## config.mk

```make
export PLATFORM = sky130hd
export DESIGN_NAME = dmem_arbiter
export DESIGN_NICKNAME = d
export VERILOG_FILES = /design/src/rtl/dmem_arb_pkg.sv /design/src/rtl/dmem_wait_timer.sv /design/src/rtl/dmem_arbiter.sv
export SDC_FILE = /design/constraint.sdc
export NUM_CORES = 1
export LEC_CHECK = 0
export CAP_MARGIN = 20
export CORE_MARGIN = 3
export CORE_UTILIZATION = 46
export CTS_BUF_LIST = sky130_fd_sc_hd__clkbuf_8
export DETAILED_ROUTE_END_ITERATION = 10
export GPL_TIMING_DRIVEN = 0
export PLACE_DENSITY = 0.87
export SETUP_SLACK_MARGIN = 0.5
export SYNTH_ARGS = -nofsm -noshare
export SYNTH_HDL_FRONTEND = slang
export SYNTH_SLANG_ARGS = --single-unit
```

## constraint.sdc

```tcl
create_clock -name clock -period 4.5 [get_ports clock]
set_clock_uncertainty 0.05 [all_clocks]
set_input_delay 0.45 -clock clock [delete_from_list [all_inputs] [get_ports clock]]
set_output_delay 0.45 -clock clock [all_outputs]
set_load 0.005 [all_outputs]
```

## src/rtl/dmem_arb_pkg.sv

```systemverilog
// Shared types and sizing for the data-memory arbiter.
package dmem_arb_pkg;

  typedef enum logic [1:0] {
    IDLE = 2'd0,
    BUSY = 2'd1,
    DONE = 2'd2
  } state_e;

  typedef enum logic [1:0] {
    NONE = 2'd0,
    CPU  = 2'd1,
    DBG  = 2'd2
  } owner_e;

  // Width of the wait-state down-counter; WAIT_CYCLES must fit in it.
  localparam int unsigned WAIT_CNT_W = 8;

endpackage

```

## src/rtl/dmem_wait_timer.sv

```systemverilog
// Loadable down-counter; last_o is high whenever the count sits at zero.
module dmem_wait_timer
  import dmem_arb_pkg::*;
#(
  parameter int unsigned W = WAIT_CNT_W
) (
  input  logic         clock,
  input  logic         reset_n,
  input  logic         load_i,
  input  logic [W-1:0] load_val_i,
  output logic         last_o
);

  logic [W-1:0] cnt_q, cnt_d;

  always_comb begin
    cnt_d = cnt_q;
    if (load_i) begin
      cnt_d = load_val_i;
    end else if (cnt_q != '0) begin
      cnt_d = cnt_q - W'(1);
    end
  end

  always_ff @(posedge clock or negedge reset_n) begin
    if (!reset_n) begin
      cnt_q <= '0;
    end else begin
      cnt_q <= cnt_d;
    end
  end

  assign last_o = (cnt_q == '0);

endmodule

```

## src/rtl/dmem_arbiter.sv

```systemverilog
// Arbitrates the single-port data memory between the MEM stage and a debug/loader port,
// one access at a time through a fixed wait-state window.
module dmem_arbiter
  import dmem_arb_pkg::*;
#(
  parameter int unsigned ADDR_W      = 32,
  parameter int unsigned DATA_W      = 32,
  parameter int unsigned WAIT_CYCLES = 1,
  parameter int unsigned STARVE_MAX  = 4
) (
  input  logic              clock,
  input  logic              reset_n,
  input  logic              cpu_req_i,
  input  logic              cpu_we_i,
  input  logic [ADDR_W-1:0] cpu_addr_i,
  input  logic [DATA_W-1:0] cpu_wdata_i,
  output logic              cpu_stall_o,
  output logic              cpu_done_o,
  output logic [DATA_W-1:0] cpu_rdata_o,
  input  logic              dbg_req_i,
  output logic              dbg_ready_o,
  input  logic              dbg_we_i,
  input  logic [ADDR_W-1:0] dbg_addr_i,
  input  logic [DATA_W-1:0] dbg_wdata_i,
  output logic              dbg_rvalid_o,
  output logic [DATA_W-1:0] dbg_rdata_o,
  output logic              mem_en_o,
  output logic              mem_we_o,
  output logic [ADDR_W-1:0] mem_addr_o,
  output logic [DATA_W-1:0] mem_wdata_o,
  input  logic [DATA_W-1:0] mem_rdata_i
);

  localparam int unsigned SW = $clog2(STARVE_MAX + 1);

  state_e            state_q, state_d;
  owner_e            owner_q, owner_d;
  logic [SW-1:0]     starve_q, starve_d;
  logic              we_q, we_d;
  logic              mem_en_q, mem_en_d;
  logic              mem_we_q, mem_we_d;
  logic [ADDR_W-1:0] mem_addr_q, mem_addr_d;
  logic [DATA_W-1:0] mem_wdata_q, mem_wdata_d;
  logic              cpu_done_q, cpu_done_d;
  logic [DATA_W-1:0] cpu_rdata_q, cpu_rdata_d;
  logic              dbg_rvalid_q, dbg_rvalid_d;
  logic [DATA_W-1:0] dbg_rdata_q, dbg_rdata_d;

  logic idle, starved, grant_cpu, grant_dbg, timer_load, timer_last;

  // Debug wins only when the CPU is absent or the debug port has been starved long enough.
  assign idle      = (state_q == IDLE);
  assign starved   = (starve_q == SW'(STARVE_MAX));
  assign grant_cpu = idle & cpu_req_i & ~(dbg_req_i & starved);
  assign grant_dbg = idle & dbg_req_i & (starved | ~cpu_req_i);

  assign dbg_ready_o = idle & (~cpu_req_i | starved);
  assign cpu_stall_o = cpu_req_i & ~cpu_done_q;

  dmem_wait_timer #(.W(WAIT_CNT_W)) u_timer (
    .clock      (clock),
    .reset_n    (reset_n),
    .load_i     (timer_load),
    .load_val_i (WAIT_CNT_W'(WAIT_CYCLES)),
    .last_o     (timer_last)
  );

  always_comb begin
    state_d      = state_q;
    owner_d      = owner_q;
    starve_d     = starve_q;
    we_d         = we_q;
    mem_addr_d   = mem_addr_q;
    mem_wdata_d  = mem_wdata_q;
    mem_en_d     = 1'b0;
    mem_we_d     = 1'b0;
    cpu_done_d   = 1'b0;
    cpu_rdata_d  = '0;
    dbg_rvalid_d = 1'b0;
    dbg_rdata_d  = '0;
    timer_load   = 1'b0;
    unique case (state_q)
      IDLE: begin
        if (grant_cpu || grant_dbg) begin
          state_d     = BUSY;
          owner_d     = grant_dbg ? DBG : CPU;
          we_d        = grant_dbg ? dbg_we_i : cpu_we_i;
          mem_addr_d  = grant_dbg ? dbg_addr_i : cpu_addr_i;
          mem_wdata_d = grant_dbg ? dbg_wdata_i : cpu_wdata_i;
          mem_en_d    = 1'b1;
          mem_we_d    = we_d;
          timer_load  = 1'b1;
          if (grant_dbg) begin
            starve_d = '0;
          end else if (dbg_req_i && !starved) begin
            starve_d = starve_q + SW'(1);
          end
        end
      end
      BUSY: begin
        // Read data is sampled on the final wait-state edge; writes return zero.
        if (timer_last) begin
          state_d      = DONE;
          cpu_done_d   = (owner_q == CPU);
          dbg_rvalid_d = (owner_q == DBG);
          if (owner_q == CPU && !we_q) cpu_rdata_d = mem_rdata_i;
          if (owner_q == DBG && !we_q) dbg_rdata_d = mem_rdata_i;
        end
      end
      DONE: begin
        state_d = IDLE;
        owner_d = NONE;
      end
      default: begin
        state_d = IDLE;
        owner_d = NONE;
      end
    endcase
  end

  always_ff @(posedge clock or negedge reset_n) begin
    if (!reset_n) begin
      state_q      <= IDLE;
      owner_q      <= NONE;
      starve_q     <= '0;
      we_q         <= 1'b0;
      mem_en_q     <= 1'b0;
      mem_we_q     <= 1'b0;
      mem_addr_q   <= '0;
      mem_wdata_q  <= '0;
      cpu_done_q   <= 1'b0;
      cpu_rdata_q  <= '0;
      dbg_rvalid_q <= 1'b0;
      dbg_rdata_q  <= '0;
    end else begin
      state_q      <= state_d;
      owner_q      <= owner_d;
      starve_q     <= starve_d;
      we_q         <= we_d;
      mem_en_q     <= mem_en_d;
      mem_we_q     <= mem_we_d;
      mem_addr_q   <= mem_addr_d;
      mem_wdata_q  <= mem_wdata_d;
      cpu_done_q   <= cpu_done_d;
      cpu_rdata_q  <= cpu_rdata_d;
      dbg_rvalid_q <= dbg_rvalid_d;
      dbg_rdata_q  <= dbg_rdata_d;
    end
  end

  assign mem_en_o     = mem_en_q;
  assign mem_we_o     = mem_we_q;
  assign mem_addr_o   = mem_addr_q;
  assign mem_wdata_o  = mem_wdata_q;
  assign cpu_done_o   = cpu_done_q;
  assign cpu_rdata_o  = cpu_rdata_q;
  assign dbg_rvalid_o = dbg_rvalid_q;
  assign dbg_rdata_o  = dbg_rdata_q;

endmodule
```

# After elaboration in Yosys (flattened, before gate mapping)

Cells that the tools add are included.
W data, S select, Z words.

Output and inout port bits: 134
Word-level logic and storage cells: 75
Input bits: 166
Flip-flop bits (word level): 148

Bitwise gates (word level): 12
Add/sub/neg operators: 2
Equal/unequal tests: 6
Reduce and logical (&&, ||, !) cells: 15
Mux-type cells: 27

Operators by type and width:

| operator              | count |
|---|---|
| $mux W32              | 8 |
| $mux W8               | 2 |
| $mux W1               | 9 |
| $logic_not A8 Y1      | 1 |
| $mux W2               | 4 |
| $pmux W2 S2           | 2 |
| $reduce_bool A8 Y1    | 1 |
| $sub A8 B1 Y8 const B | 1 |
| $and A1 B1 Y1         | 7 |
| $mux W3               | 2 |
| $reduce_and A2 Y1     | 3 |
| $eq A2 B1 Y1 const B  | 2 |
| $not A1 Y1            | 4 |
| $reduce_bool A2 Y1    | 2 |
| $add A3 B1 Y3 const B | 1 |
| $eq A3 B3 Y1 const B  | 1 |
| $logic_and A1 B1 Y1   | 3 |
| $reduce_and A3 Y1     | 1 |
| $eq A2 B2 Y1 const B  | 1 |
| $logic_not A1 Y1      | 2 |
| $logic_not A2 Y1      | 1 |
| $ne A2 B1 Y1 const B  | 1 |
| $ne A2 B2 Y1 const B  | 1 |
| $logic_or A1 B1 Y1    | 1 |
| $or A1 B1 Y1          | 1 |

# Longest topological paths before layout

Depth in word-level cells: 8
Mapped depth: 8
Mapped depth without buffers: 5

# By module

Synthesis repeated with hierarchy kept, for this count alone.

Cell total of the unflattened synthesis: 608
Area, all modules: 6354.8 µm²

Modules (own cells, without submodules):

| module          | times used | sequential area each (µm²) | cells an instance | area an instance (µm²) |
|---|---|---|---|---|
| dmem_arbiter    | 1          | 3503.4                     | 554               | 5878.1 |
| dmem_wait_timer | 1          | 200.2                      | 54                | 476.7 |

# Worst setup path after synthesis

Ideal clock, no wire load.

Path type: register to register
Start point: register u_timer.cnt_q[0]
End point: register dbg_rdata_q[10], in the netlist dbg_rdata_o[10]
Cell stages (with the launch flop): 7
Arrival: 1775 ps
Setup slack: 2610 ps
Path buffers: 1
Library setup time: 66 ps
Cell sequence: dfrtp_1 inv_1 ha_1 or3b_2 nor4_4 buf_6 and2_1

Longest elaborated chain between the ends: 3

Ends and longest elaborated chain:

| item                   | RTL line              | source |
|---|---|---|
| start, declared        | dmem_wait_timer.sv:14 | `logic [W-1:0] cnt_q, cnt_d;` |
| start signal, assigned | dmem_wait_timer.sv:29 | `cnt_q <= cnt_d;` |
| $logic_not A8 Y1       | dmem_wait_timer.sv:33 | `assign last_o = (cnt_q == '0);` |
| $mux W32               | dmem_arbiter.sv:102   | `if (timer_last) begin` |
| $mux W32               | dmem_arbiter.sv:82    | `unique case (state_q)` |
| net dbg_rdata_d[10]    | dmem_arbiter.sv:47    | `logic [DATA_W-1:0] dbg_rdata_q, dbg_rdata_d;` |
| end signal, assigned   | dmem_arbiter.sv:147   | `dbg_rdata_q <= dbg_rdata_d;` |
| end, declared          | dmem_arbiter.sv:47    |  |

The timed path passes the listed nets, and every way through them passes these cells.
A chain may end at the register's enable or synchronous reset.

# Worst setup path after layout

Start point: register state_q[0]
End point: output port dbg_ready_o

Longest elaborated chain between the ends: 2

Ends and longest elaborated chain:

| item                   | RTL line            | source |
|---|---|---|
| start, declared        | dmem_arbiter.sv:36  | `state_e state_q, state_d;` |
| start signal, assigned | dmem_arbiter.sv:136 | `state_q <= state_d;` |
| $logic_not A2 Y1       | dmem_arbiter.sv:52  | `assign idle = (state_q == IDLE);` |
| $and A1 B1 Y1          | dmem_arbiter.sv:57  | `assign dbg_ready_o = idle & (~cpu_req_i \| starved);` |
| end, declared          | dmem_arbiter.sv:21  | `output logic dbg_ready_o,` |

Every way passes these cells.

==> metrics.md <==
| Metric | Value |
|---|---|
| Initial Utilization | 47.72% |
| Most common cell in the netlist | dfrtp_1 |
| TNS Setup | 0 ns |
| Post-DP HPWL | 15,590 microns |
| Synth top area cells | dfrtp_1, and2_1, o21ai_0 |
| Via count | 5,986 |
| DP Cell Count | 1,081 |
| RSZ-0062 raised after global routing | no |
| Yosys cell types | 43 |
| Cell repeated most along the worst path | buf_6 |
| DIE AREA | 15,410 sq um |
| Net Count, Synth | 775 |
| Status | finished clean |
| # port buffers | 299 |
| Setup crit start kind | flop |
| CP arrival | 2.22 ns |
| Final Hold Fails | 0 |
| Vias per cell | 5.373 |
| Initial antenna violation count | 0 |
| Nets | 1,095 |
| Synth cell count leaders | dfrtp_1, inv_1, o21ai_0 |
| Placed cell areas | 9662 sq um |
| ANT nets after route | 0 |
| Sequential share of the synthesized area | 57.69% |
| Leakage | 4.377 nW |
| Global-route wire length before repair | 30,750 microns |
| Largest stage delay, worst path | 0.52 ns |
| Fmax | 0.3671 GHz |
| Max-Cap Viols | 0 |
| Drt wl/cell | 18.39 microns |
| Crit path cell chain | buf_6, or2_1, buf_6, clkbuf_1, nor2_1, clkdlybuf4s50_1 |
| Synth area leader | dfrtp_1 |
| Worst-margin pin slew | 1.084 ns |
| EDFF count, synth | 0 |
| # rows | 42 |
| Ys flop type | dfrtp_1 |
| Post-Layout Cell Count | 1,114 |
| Final GP Congestion | 0.8786 |
| Slew Limit Fails | 0 |
| Family with the most delay on the worst path | buffers and inverters |
| TritonCTS Buffers | 17 |
| Clock period minus worst slack | 2.724 ns |
| WL final | 20,490 microns |
| PwrDens | 516.8 nW/um^2 |
| Max Buffers Root-to-Sink | 2 |
| # IOs | 300 |
| Total GRT Usage | 26.35% |
| Largest net degree at the start of global routing | 76 |
| Cells after synthesis | 605 |
| Latest clock arrival within the worst-skew pair | 0.44 ns |
| Slew headroom | 27.08% |
| Flops & latches, synth | 148 |
| Die Wd | 124.1 microns |
| Peak VDD IR | 0.0002599 V |
| Worst Setup End Kind | output port |
| Final Cycle Share | 60.54% |
| Post-route DRC | 0 |
| Asr flop ratio synth | 100.0% |
| # setup viols final | 0 |
| CP max FO | 10 |
| Clock sink count | 148 |
| CTS resizes | 0 |
| Class of the most critical setup path | flop to output port |
| Root buffer cell | clkbuf_8 |
| Cts hold-fix bufs | 1 |
| H-tree level count | 4 |
| Worst path required time | 4.00 ns |
| Vias in the first global route | 5,912 |
| Synthesis Warnings | 0 |
| CP max stage cell | clkdlybuf4s50_1 |
| Final Util | 75.29% |
| Post-CTS Setup Bufs | 0 |
| Area Growth Syn to Fin | 57.77% |
| Syn avg cell area | 10.61 sq um |
| Hold/Removal Path Class | flop to flop |
| Yosys top cell area share | 57.69% |
| Detailed Routing Iterations Pass 1 | 5 |
| Share of cells above drive strength 1 | 6.823% |
| Area of the core | 13,450 sq um |
| CTS tree | yes |
| CP Buf/Inv Count | 4 |
| Diodes inserted | 0 |
| Post-Syn Area | 6420 sq um |
| Clock slew at reported path FFs | 0.08 ns |
| Gr ovfl total | 0 |
| Fin area | 10,130 sq um |
| Die Span Y | 124.1 microns |
| Iteration-0 DRC count of the detailed router | 311 |
-- layout make-up --
cell class	count	area [sq um]
Fill cell	921	3324
Timing Repair Buffer	301	3032
Buffer	53	297.8
Clock inverter	13	195.2
Multi-Input combinational cell	327	2130
Clock buffer	19	261.5
Sequential cell	148	3704
Tap cell	176	220.2
Inverter	77	289.0
-- cells by family (layout without fill, tap and decap cells) --
| logic type | Yosys count | after routing | share of synthesized area (%) |
|---|---|---|---|
| AND/OR/NAND/NOR | 161 | 161 | 14.81 |
| AO/OA/AOI/OAI | 160 | 160 | 17.27 |
| multiplexers | 2 | 2 | 0.3118 |
| flip-flops | 148 | 148 | 57.69 |
| buffers and inverters | 130 | 463 | 9.140 |
| adder cells (fa/ha/maj) | 4 | 4 | 0.7796 |
-- state kept, by name, summed over array words and instances, names as in the netlist --
signal and count:
cpu_done_o 1, cpu_rdata_o 32, dbg_rdata_o 32, dbg_rvalid_o 1, mem_addr_o 32, mem_en_o 1
mem_wdata_o 32, mem_we_o 1, owner_q 2, starve_q 3, state_q 2, u_timer.cnt_q 8
we_q 1
-- where the power goes --
| part | internal [mW] | switching (mW) |
|---|---|---|
| logic | 1.13 | 1.01 |
| clock network | 0.643 | 0.524 |
| registers | 1.71 | 0.215 |
| total | 3.49 | 1.75 |
-- through the flow --
stage	setup WS, ns	hold slack [ns]	power [mW]
after floorplan	2.610	0.1044	2.902
after global placement	-2.818	0.4478	4.012
after detailed placement	1.800	0.4554	4.086
after CTS	1.746	0.4744	5.261
after global routing	1.636	0.5003	5.547
final	1.776	0.4738	5.234
-- layer usage --
metal	track usage [%]	up-vias	part of all wire [%]
met3	8.856	59	9.6
met2	44.66	311	51
met4	14.44	0	5.1
met5	0	-	0
met1	29.11	2865	35
li1	-	2751	-
-- worst register-to-register path, delay by kind of cell (launching register included) --
kind                       cells  cell delay [ns]
and+or+nand+nor                1             0.13
buffers and inverters          3             0.95
adders and majority gates      1             0.21
DFF                            1             0.40
AOI/OAI and AO/OA              2             0.34
-- layout by cell type (no fill, tap or decap), types with 2 or more instances in the layout --
cell type / n
clkdlybuf4s50_1: 298
dfrtp_1: 148
inv_1: 77
o21ai_0: 72
nand3_1: 67
and2_1: 64
o311ai_1: 38
clkbuf_1: 33
o311ai_0: 25
clkbuf_8: 19
buf_6: 13
buf_2: 7
a21oi_1: 6
nor2_1: 5
inv_6: 5
ha_1: 4
bufinv_16: 4
nor3b_1: 3
nand2_1: 3
clkinvlp_4: 3
or2_1: 2
nand2b_1: 2
or3b_2: 2
nor4_4: 2
o22ai_1: 2
o311ai_2: 2
o21bai_1: 2
or4_1: 2
or3_1: 2
a211oi_1: 2
mux2i_1: 2
a211o_1: 2
nor3_1: 2
-- path summary, 6_finish.rpt --
kind	to	slack, ns	start	cells after the start
worst max-delay path	dbg_ready_o	1.78	state_q[0]	6
worst min register to register	mem_wdata_o[23]	0.47	mem_wdata_o[23]	2
min in group asynchronous	mem_addr_o[12]	0.59	reset_n	2
worst min-delay path	mem_wdata_o[23]	0.47	mem_wdata_o[23]	2
worst max register to register	mem_addr_o[28]	2.28	starve_q[0]	7
max in group asynchronous	cpu_rdata_o[5]	3.01	reset_n	3
No activity file was read; power rests on OpenSTA's default activity.
